`config.mk`:
```
export PLATFORM = sky130hd
export DESIGN_NAME = channel_arbiter
export DESIGN_NICKNAME = d
export VERILOG_FILES = /design/src/rtl/channel_pkg.sv /design/src/rtl/slot_timer.sv /design/src/rtl/channel_arbiter.sv
export SDC_FILE = /design/constraint.sdc
export NUM_CORES = 1
export LEC_CHECK = 0
export BUFFER_PORTS_ARGS = -buffer_cell sky130_fd_sc_hd__buf_2
export CAP_MARGIN = 20
export CORE_UTILIZATION = 30
export DETAILED_ROUTE_END_ITERATION = 10
export MAX_ROUTING_LAYER = met4
export SYNTH_ARGS = -nofsm -noshare
export SYNTH_HDL_FRONTEND = slang
export SYNTH_SLANG_ARGS = --single-unit
```
`constraint.sdc`:
```
create_clock -name clk -period 2.8 [get_ports clk]
set_input_delay 0.14 -clock clk [delete_from_list [all_inputs] [get_ports clk]]
set_output_delay 0.14 -clock clk [all_outputs]
set_load 0.005 [all_outputs]
```
`src/rtl/channel_pkg.sv`:
```
// Shared types and default parameters for the two-transmitter channel arbiter.
package channel_pkg;

    typedef enum logic [2:0] {
        ST_IDLE     = 3'd0,
        ST_FLUSH_HI = 3'd1,
        ST_FLUSH_LO = 3'd2,
        ST_DATA_HI  = 3'd3,
        ST_DATA_LO  = 3'd4,
        ST_DONE     = 3'd5
    } state_e;

    typedef logic signed [1:0] symbol_t;

    localparam int DEF_FRAME_LEN   = 10;
    localparam int DEF_FLUSH_SYMS  = 6;
    localparam int DEF_START_WIDTH = 4;
    localparam int DEF_GAP_CYCLES  = 2;

    function automatic logic [1:0] onehot(input logic idx);
        return idx ? 2'b10 : 2'b01;
    endfunction

endpackage

```
`src/rtl/slot_timer.sv`:
```
// Counts the cycles of one symbol slot: START_WIDTH high cycles then GAP_CYCLES low cycles.
module slot_timer #(
    parameter int START_WIDTH = 4,
    parameter int GAP_CYCLES  = 2
) (
    input  logic clk,
    input  logic reset,
    input  logic load,
    output logic hi_phase,
    output logic slot_end
);

    localparam int PERIOD = START_WIDTH + GAP_CYCLES;
    localparam int CW     = $clog2(PERIOD);

    logic [CW-1:0] cnt;
    logic [CW-1:0] cnt_nx;

    // slot_end describes the current cycle; hi_phase looks ahead to the next one
    // so the arbiter can register chan_start without a cycle of lag.
    assign slot_end = (cnt == CW'(PERIOD - 1));
    assign hi_phase = (cnt_nx < CW'(START_WIDTH));

    always_comb begin
        cnt_nx = cnt + CW'(1);
        if (load || slot_end) begin
            cnt_nx = '0;
        end
    end

    always_ff @(posedge clk) begin
        if (reset) begin
            cnt <= '0;
        end else begin
            cnt <= cnt_nx;
        end
    end

endmodule

```
`src/rtl/channel_arbiter.sv`:
```
// Round-robin owner of the shared channel: grants fixed-length frames, drives slot-timed
// symbols, and prefixes zero symbols to flush the delay line when ownership changes.
module channel_arbiter
    import channel_pkg::*;
#(
    parameter int FRAME_LEN   = DEF_FRAME_LEN,
    parameter int START_WIDTH = DEF_START_WIDTH,
    parameter int GAP_CYCLES  = DEF_GAP_CYCLES,
    parameter int FLUSH_SYMS  = DEF_FLUSH_SYMS
) (
    input  logic        clk,
    input  logic        reset,
    input  logic [1:0]  req,
    input  symbol_t     sym0,
    input  symbol_t     sym1,
    output logic [1:0]  grant,
    output logic [1:0]  sym_ack,
    output logic        chan_start,
    output symbol_t     chan_sym,
    output logic        busy,
    output logic        frame_done
);

    localparam int MAX_SLOTS = (FRAME_LEN > FLUSH_SYMS) ? FRAME_LEN : FLUSH_SYMS;
    localparam int SLOT_W    = $clog2(MAX_SLOTS + 1);
    localparam logic [SLOT_W-1:0] FRAME_LAST = SLOT_W'(FRAME_LEN - 1);
    localparam logic [SLOT_W-1:0] FLUSH_LAST = (FLUSH_SYMS > 0) ? SLOT_W'(FLUSH_SYMS - 1) : '0;

    state_e              state, state_nx;
    logic                owner, owner_nx;
    logic                last_owner, last_owner_nx;
    logic                flush_pending, flush_pending_nx;
    logic [SLOT_W-1:0]   slot_cnt, slot_nx;
    logic [1:0]          grant_nx, ack_nx;
    logic                start_nx, done_nx, busy_nx;
    symbol_t             sym_nx;
    logic                pick;
    logic                timer_load;
    logic                hi_phase, slot_end;

    slot_timer #(
        .START_WIDTH(START_WIDTH),
        .GAP_CYCLES (GAP_CYCLES)
    ) u_slot_timer (
        .clk     (clk),
        .reset   (reset),
        .load    (timer_load),
        .hi_phase(hi_phase),
        .slot_end(slot_end)
    );

    // With both requests pending, the transmitter that did not own the last frame wins.
    assign pick = (req == 2'b11) ? ~last_owner : req[1];

    always_comb begin
        state_nx         = state;
        owner_nx         = owner;
        last_owner_nx    = last_owner;
        flush_pending_nx = flush_pending;
        slot_nx          = slot_cnt;
        grant_nx         = grant;
        ack_nx           = 2'b00;
        start_nx         = hi_phase;
        sym_nx           = chan_sym;
        done_nx          = 1'b0;
        timer_load       = 1'b0;

        case (state)
            ST_IDLE: begin
                start_nx = 1'b0;
                if (req != 2'b00) begin
                    owner_nx         = pick;
                    last_owner_nx    = pick;
                    flush_pending_nx = 1'b0;
                    grant_nx         = onehot(pick);
                    timer_load       = 1'b1;
                    start_nx         = 1'b1;
                    slot_nx          = '0;
                    if ((flush_pending || (pick != last_owner)) && (FLUSH_SYMS > 0)) begin
                        state_nx = ST_FLUSH_HI;
                        sym_nx   = '0;
                    end else begin
                        state_nx = ST_DATA_HI;
                        sym_nx   = pick ? sym1 : sym0;
                        ack_nx   = onehot(pick);
                    end
                end
            end

            ST_FLUSH_HI, ST_FLUSH_LO: begin
                if (slot_end) begin
                    if (slot_cnt == FLUSH_LAST) begin
                        slot_nx  = '0;
                        state_nx = ST_DATA_HI;
                        sym_nx   = owner ? sym1 : sym0;
                        ack_nx   = onehot(owner);
                    end else begin
                        slot_nx  = slot_cnt + SLOT_W'(1);
                        state_nx = ST_FLUSH_HI;
                    end
                end else begin
                    state_nx = hi_phase ? ST_FLUSH_HI : ST_FLUSH_LO;
                end
            end

            ST_DATA_HI, ST_DATA_LO: begin
                if (slot_end) begin
                    if (slot_cnt == FRAME_LAST) begin
                        state_nx = ST_DONE;
                        done_nx  = 1'b1;
                        grant_nx = 2'b00;
                        sym_nx   = '0;
                        start_nx = 1'b0;
                        slot_nx  = '0;
                    end else begin
                        slot_nx  = slot_cnt + SLOT_W'(1);
                        state_nx = ST_DATA_HI;
                        sym_nx   = owner ? sym1 : sym0;
                        ack_nx   = onehot(owner);
                    end
                end else begin
                    state_nx = hi_phase ? ST_DATA_HI : ST_DATA_LO;
                end
            end

            ST_DONE: begin
                start_nx = 1'b0;
                state_nx = ST_IDLE;
            end

            default: begin
                start_nx = 1'b0;
                state_nx = ST_IDLE;
            end
        endcase

        busy_nx = (state_nx != ST_IDLE);
    end

    always_ff @(posedge clk) begin
        if (reset) begin
            state         <= ST_IDLE;
            owner         <= 1'b0;
            last_owner    <= 1'b1;
            flush_pending <= 1'b1;
            slot_cnt      <= '0;
            grant         <= 2'b00;
            sym_ack       <= 2'b00;
            chan_start    <= 1'b0;
            chan_sym      <= '0;
            busy          <= 1'b0;
            frame_done    <= 1'b0;
        end else begin
            state         <= state_nx;
            owner         <= owner_nx;
            last_owner    <= last_owner_nx;
            flush_pending <= flush_pending_nx;
            slot_cnt      <= slot_nx;
            grant         <= grant_nx;
            sym_ack       <= ack_nx;
            chan_start    <= start_nx;
            chan_sym      <= sym_nx;
            busy          <= busy_nx;
            frame_done    <= done_nx;
        end
    end

endmodule

```
* After elaboration in Yosys (flattened, before gate mapping) *
Index checks and enable logic that the tools add are counted.

cells by class
  add/subtract/negate cells = 2
  $lt $le $gt $ge = 1
  eq/ne operators = 14
  mux-type cells = 45
  bitwise gates (word level) = 3
  reductions and logical operators = 14

operator list
  cell                                                              number
  2-bit two-way mux                                                 22
  4-bit two-way mux                                                 5
  3-bit two-way mux                                                 6
  2-bit one-hot mux with 3 select lines                             2
  4-bit one-hot mux with 3 select lines                             1
  3-bit one-hot mux with 3 select lines                             1
  4-bit AND reduction                                               2
  3-bit by 2-bit == test with 1-bit output (second input constant)  2
  3-bit == test (second input constant)                             2
  1-bit two-way mux                                                 6
  2-bit != test (second input constant)                             3
  3-bit nonzero test                                                2
  5-bit AND reduction                                               1
  4-bit by 1-bit adder with 4-bit output (second input constant)    1
  4-bit by 3-bit == test with 1-bit output (second input constant)  1
  4-bit == test (second input constant)                             1
  2-bit by 1-bit != test with 1-bit output (second input constant)  2
  2-bit one-hot mux with 2 select lines                             1
  2-bit nonzero test                                                2
  2-bit OR reduction                                                2
  3-bit by 1-bit adder with 3-bit output (second input constant)    1
  3-bit by 1-bit == test with 1-bit output (second input constant)  1
  3-bit zero test                                                   1
  3-bit < comparator (second input constant)                        1
  other kinds (7)                                                   10

storage, ports and cells
  bits in registers = 22
  bits of input ports = 8
  output and inout bits = 9
  word-level logic and storage cells = 91

* Longest topological paths before layout *
  word-level depth = 10
  gate-level depth with buffers = 7
  mapped depth without buffers = 7

* Cells and area by module *
Synthesis repeated with hierarchy kept, for this count alone.

second synthesis, totals
  cells, all modules = 150
  area, all modules = 1316.3 um^2

modules (own cells, without submodules)
  module           times used  cells each  area each (um^2)  sequential area each (um^2)
  channel_arbiter  1           135         1166.1            380.4
  slot_timer       1           15          150.1             60.1

* Least setup slack after synthesis *
OpenSTA, ideal clock, no wires.

  kind = reg2reg
  start point = register state[0]
  end point = register state[1]
  setup time = 0.124 ns
  arrival = 1.339 ns
  required time = 2.676 ns
  setup slack = 1.338 ns
  stages on the path, launching flop included = 7
  path buffers = 1
  period minus slack after synthesis = 1.462 ns
  cells stage by stage = dfxtp_1 > buf_6 > or3_4 > nor2_8 > o22ai_1 > a222oi_1 > nor2_1

between the ends
  word-level cells in the longest chain between the ends = 8
  elaborated cells on any way between the ends = 16
  those cells by class = order compare: 1; eq/ne: 4; mux: 7; reduce/logical: 4

ends and longest elaborated chain
  item                                                    line                                            text
  start: declaration                                      channel_arbiter.sv:29                           state_e state, state_nx;
  start signal: assignment                                channel_arbiter.sv:154                          state <= state_nx;
  3-bit zero test                                         channel_arbiter.sv:68                           case (state)
  1-bit two-way mux                                       channel_arbiter.sv:68
  1-bit logical OR                                        slot_timer.sv:26                                if (load || slot_end) begin
  3-bit two-way mux                                       slot_timer.sv:26
  3-bit < comparator                                      slot_timer.sv:22                                assign hi_phase = (cnt_nx < CW'(START_WIDTH));
  3-bit two-way mux or 2-bit two-way mux (tied branches)  channel_arbiter.sv:122, channel_arbiter.sv:102
  3-bit two-way mux, on equally long branches             channel_arbiter.sv:107, channel_arbiter.sv:91
  3-bit one-hot mux with 3 select lines (*)               channel_arbiter.sv:68

Mark *: on every way between the ends. The rest lies on a longest branch, timed or not.
A chain may end at the register's enable or synchronous reset.

* Worst setup path in the final report *
  start point = register u_slot_timer.cnt[0]
  end point = register chan_sym[0]

between the ends
  word-level cells in the longest chain between the ends = 3
  elaborated cells on any way between the ends = 4
  those cells by class = eq/ne: 3; reduce/logical: 1

ends and longest elaborated chain
  item                                                       line                    text
  start: declaration                                         slot_timer.sv:16        logic [CW-1:0] cnt;
  start signal: assignment                                   slot_timer.sv:35        cnt <= cnt_nx;
  3-bit == test (*)                                          slot_timer.sv:21        assign slot_end = (cnt == CW'(PERIOD - 1));
  2-bit by 1-bit != test with 1-bit output (no source line)  -
  5-bit AND reduction (no source line) (*)                   -
  end signal: assignment                                     channel_arbiter.sv:162  chan_sym <= sym_nx;
  end: declaration                                           channel_arbiter.sv:19   output symbol_t chan_sym,

Marked as above.

==> metrics.txt <==
# TYPE chip_impl_metric gauge
chip_impl_metric{name="synthesis.area",unit="mm²"} 0.00118
chip_impl_metric{name="gp_congestion",unit=""} 0.819
chip_impl_metric{name="final.period_utilization",unit="%"} 59.8
chip_impl_metric{name="timing_hold_violations_final",unit=""} 0
chip_impl_info{name="clock_tree_from_tritoncts",value="built"} 1
chip_impl_metric{name="max_slew.worst_pin.slew",unit="ns"} 0.410
chip_impl_metric{name="detailed_place_hpwl",unit="µm"} 2060
chip_impl_metric{name="dr.first_iter.drc_count",unit=""} 47
chip_impl_metric{name="cts.path.max_buffers",unit=""} 2
chip_impl_info{name="worstSetupStartpointType",value="flop"} 1
chip_impl_metric{name="initial_core_util",unit="%"} 31.7
chip_impl_metric{name="final_max_slew_viol_count",unit=""} 0
chip_impl_metric{name="power_density",unit="mW/mm²"} 553
chip_impl_info{name="synthTopCellsByCount",value="sky130_fd_sc_hd__dfxtp_1 (22), sky130_fd_sc_hd__nor2_1 (15), sky130_fd_sc_hd__a21oi_1 (9)"} 1
chip_impl_metric{name="worst-endpoint-arrival",unit="ns"} 1.82
chip_impl_metric{name="reg2reg_slack",unit="ns"} 1.12
chip_impl_metric{name="placeableCoreArea",unit="mm²"} 0.00372
chip_impl_metric{name="post_route_drc",unit=""} 0
chip_impl_metric{name="drt_first_pass_iters",unit=""} 4
chip_impl_info{name="synthMostInstantiatedCell",value="sky130_fd_sc_hd__dfxtp_1"} 1
chip_impl_info{name="critical_path.cell_chain",value="ha_1 -> nand2_1 -> o31ai_1 -> o21ai_1 -> nor3_1 -> nor3_1"} 1
chip_impl_info{name="ys_dominant_reg_cell",value="sky130_fd_sc_hd__dfxtp_1"} 1
chip_impl_metric{name="cts_num_sinks",unit=""} 22
chip_impl_metric{name="globalRouteTotalUtil",unit="%"} 14.4
chip_impl_info{name="hold_path_startpoint",value="req[0]"} 1
chip_impl_info{name="most_area_hungry_cell_type_in_the_yosys_netlist",value="sky130_fd_sc_hd__dfxtp_1"} 1
chip_impl_metric{name="die_x",unit="µm"} 64.6
chip_impl_metric{name="post-cts-setup-buffer-count",unit=""} 0
chip_impl_metric{name="layout_cell_share_with_drive_strength_beyond_1",unit="%"} 17.8
chip_impl_metric{name="buffer_ports.inserted",unit=""} 16
chip_impl_info{name="critical-path-slowest-cell",value="sky130_fd_sc_hd__dfxtp_1"} 1
chip_impl_metric{name="grt_start_max_net_pins",unit=""} 18
chip_impl_metric{name="wp_data_required",unit="ns"} 2.95
chip_impl_metric{name="clkLatencyLatePin",unit="ns"} 0.27
chip_impl_metric{name="post-route-worst-setup-slack",unit="ns"} 1.12
chip_impl_metric{name="routed_via_density",unit=""} 5.20
chip_impl_metric{name="timing.final.crit_period",unit="ns"} 1.68
chip_impl_info{name="root_buffer",value="sky130_fd_sc_hd__clkbuf_8"} 1
chip_impl_metric{name="global_route.overflow_total",unit=""} 0
chip_impl_metric{name="synth_enable_flop_cells",unit=""} 0
chip_impl_info{name="critical_path.endpoint_type",value="flop"} 1
chip_impl_metric{name="post_detailed_route_wirelength_per_cell",unit="µm"} 13.2
chip_impl_metric{name="synth_seq_area_share",unit="%"} 37.4
chip_impl_metric{name="synth_top_cell_area_share",unit="%"} 37.4
chip_impl_metric{name="antenna_violating_nets_post_route",unit=""} 0
chip_impl_metric{name="flow.area_growth_from_synthesis",unit="%"} 15.5
chip_impl_info{name="min-delay-path-class",value="in2reg"} 1
chip_impl_metric{name="cts-resized-gates",unit=""} 0
chip_impl_metric{name="die_area",unit="mm²"} 0.00418
chip_impl_metric{name="final_area",unit="mm²"} 0.00136
chip_impl_info{name="most_area_consuming_cells_after_synthesis",value="sky130_fd_sc_hd__dfxtp_1 (37%), sky130_fd_sc_hd__mux2i_1 (5.1%), sky130_fd_sc_hd__nor2_1 (4.8%), sky130_fd_sc_hd__ha_1 (4.3%), sky130_fd_sc_hd__a21oi_1 (3.8%)"} 1
chip_impl_metric{name="vdd_ir_drop_max",unit="V"} 0.000229
chip_impl_metric{name="finalCoreUtilization",unit="%"} 36.6
chip_impl_metric{name="maximum_clock_skew_at_final_layout",unit="ns"} 0.00414
chip_impl_metric{name="mappedNetlistNets",unit=""} 149
chip_impl_metric{name="number_of_antenna_violations_at_the_first_check_in_global_routing",unit=""} 0
chip_impl_metric{name="slowest_delay",unit="ns"} 0.37
chip_impl_metric{name="path_max_fanout",unit=""} 6
chip_impl_metric{name="floorplan.io_pins",unit=""} 17
chip_impl_metric{name="power.leakage",unit="nW"} 0.526
chip_impl_info{name="rr_startpoint",value="u_slot_timer.cnt[0]$_SDFF_PP0_"} 1
chip_impl_metric{name="max_clock_freq",unit="MHz"} 597
chip_impl_metric{name="std_cell_rows",unit=""} 22
chip_impl_metric{name="worst_slew_margin_rel",unit="%"} 71.9
chip_impl_metric{name="post-place-cells",unit=""} 196
chip_impl_metric{name="worst-path-buf-inv",unit=""} 0
chip_impl_metric{name="synth_register_bits",unit=""} 22
chip_impl_metric{name="async_reset_ff_share",unit="%"} 0
chip_impl_metric{name="postRouteWirelength",unit="µm"} 2640
chip_impl_metric{name="preCtsSetupSlack",unit="ns"} 1.12
chip_impl_metric{name="clock_tree.htree_level_count",unit=""} 1
chip_impl_metric{name="synth.yosys.warnings",unit=""} 0
chip_impl_metric{name="tritoncts.num_buffers",unit=""} 3
chip_impl_info{name="setup.worst_path.class",value="reg2reg"} 1
chip_impl_metric{name="insertedDiodeCount",unit=""} 0
chip_impl_metric{name="chipHeight",unit="µm"} 64.6
chip_impl_info{name="grt_setup_unrepaired",value="false"} 1
chip_impl_metric{name="postPlaceCellArea",unit="mm²"} 0.00129
chip_impl_metric{name="worst_setup_hold_path_clk_slew",unit="ns"} 0.08
chip_impl_metric{name="setup-tns-final",unit="ns"} 0
chip_impl_info{name="outcome",value="completed"} 1
chip_impl_metric{name="report.final.setup_viol",unit=""} 0
chip_impl_metric{name="num-nets-final",unit=""} 165
chip_impl_metric{name="grt_pass1_vias",unit=""} 1007
chip_impl_metric{name="timing.max_cap.violations",unit=""} 0
chip_impl_metric{name="synthesis.instances",unit=""} 137
chip_impl_metric{name="fin_cells",unit=""} 200
chip_impl_metric{name="count_of_hold_fix_buffers_inserted_at_cts",unit=""} 0
chip_impl_metric{name="syn_area_per_cell",unit="µm²"} 8.59
chip_impl_metric{name="global_route_wire_length_before_repair",unit="µm"} 4510
chip_impl_metric{name="num_vias",unit=""} 1040
chip_impl_info{name="timing.critical_path.max_delay_family",value="compound AO/OA/AOI/OAI gates"} 1
chip_impl_info{name="crit_top_cell",value="sky130_fd_sc_hd__nor3_1"} 1
chip_impl_info{name="worst_setup_path_startpoint",value="u_slot_timer.cnt[0]$_SDFF_PP0_"} 1
chip_impl_metric{name="synth_cell_type_count",unit=""} 42
## per-layer routing
layer	part of all wire [%]	global-route usage (%)	up-vias
li1	-	-	530
met3	3.1	4.23	2
met1	46	16.1	493
met2	51	25.5	15
met5	0	-	-
met4	0.30	2.50	0
## stage by stage
| stage | total power, mW | hold slack [ns] |
|---|---|---|
| after floorplan | 0.428 | 0.287 |
| after global placement | 0.454 | 0.445 |
| after detailed placement | 0.460 | 0.478 |
| after CTS | 0.760 | 0.201 |
| after global routing | 0.791 | 0.198 |
| final | 0.752 | 0.204 |
## placed cells by master, fill, tap and decap left out, types with 2 or more instances in the layout
cell type,synthesis,routed
sky130_fd_sc_hd__nor4_1,3,3
sky130_fd_sc_hd__inv_1,3,3
sky130_fd_sc_hd__o21ai_0,7,7
sky130_fd_sc_hd__a22oi_1,2,2
sky130_fd_sc_hd__mux2i_1,6,6
sky130_fd_sc_hd__nand3b_1,6,6
sky130_fd_sc_hd__nand2_1,8,8
sky130_fd_sc_hd__buf_2,2,16
sky130_fd_sc_hd__nor3_1,7,7
sky130_fd_sc_hd__and2_1,2,2
sky130_fd_sc_hd__clkbuf_8,0,3
sky130_fd_sc_hd__nand3_1,4,4
sky130_fd_sc_hd__a21oi_1,9,9
sky130_fd_sc_hd__o21ai_1,2,2
sky130_fd_sc_hd__dfxtp_1,22,22
sky130_fd_sc_hd__a31oi_1,5,5
sky130_fd_sc_hd__nand2b_1,2,2
sky130_fd_sc_hd__a211oi_1,2,2
sky130_fd_sc_hd__nor2_1,15,15
sky130_fd_sc_hd__ha_1,4,4
sky130_fd_sc_hd__nor2b_1,4,4
## worst paths after layout
path | end | cells past startpoint
setup / recovery | chan_sym[0]$_SDFFE_PP0P_ | 6
hold / removal | sym_ack[0]$_SDFF_PP0_ | 3
setup reg to reg | chan_sym[0]$_SDFFE_PP0P_ | 6
hold reg to reg | u_slot_timer.cnt[0]$_SDFF_PP0_ | 1
## worst min-delay path: stages
cell,delay [ns]
sky130_fd_sc_hd__buf_2,0.15
sky130_fd_sc_hd__nand3_1,0.08
sky130_fd_sc_hd__a21oi_1,0.06
## power breakdown
group	total [mW]	switching (mW)	leakage (nW)	internal, mW
Sequential	0.346	0.0161	0.180	0.330
Clock	0.299	0.108	0.0357	0.191
Combinational	0.106	0.0605	0.310	0.0458
Total	0.752	0.185	0.526	0.567
## state kept, by name, indices dropped and copies added, names as in the netlist
register,flops
frame_done,1
grant,2
flush_pending,1
busy,1
owner,1
chan_sym,2
last_owner,1
sym_ack,2
chan_start,1
state,3
slot_cnt,4
u_slot_timer.cnt,3
## cells by family (layout without fill, tap and decap cells)
logic type	after synthesis	after routing	synth area share [%]
and+or+nand+nor	59	59	29.2
AOI/OAI and AO/OA	37	37	19.9
DFF	22	22	37.4
buffers and inverters	8	23	3.40
muxes	6	6	5.10
adders and majority gates	4	4	4.25
xor gates and xnor gates	1	1	0.744
## area by class of cell
class / instances / area (µm²)
Timing Repair Buffer: 16 / 80.1
Sequential cell: 22 / 440
Fill cell: 387 / 2360
Clock inverter: 1 / 30.0
Clock buffer: 3 / 41.3
Inverter: 3 / 11.3
Multi-Input combinational cell: 107 / 697
Tap cell: 48 / 60.1
(Power assumes the default switching activity.)
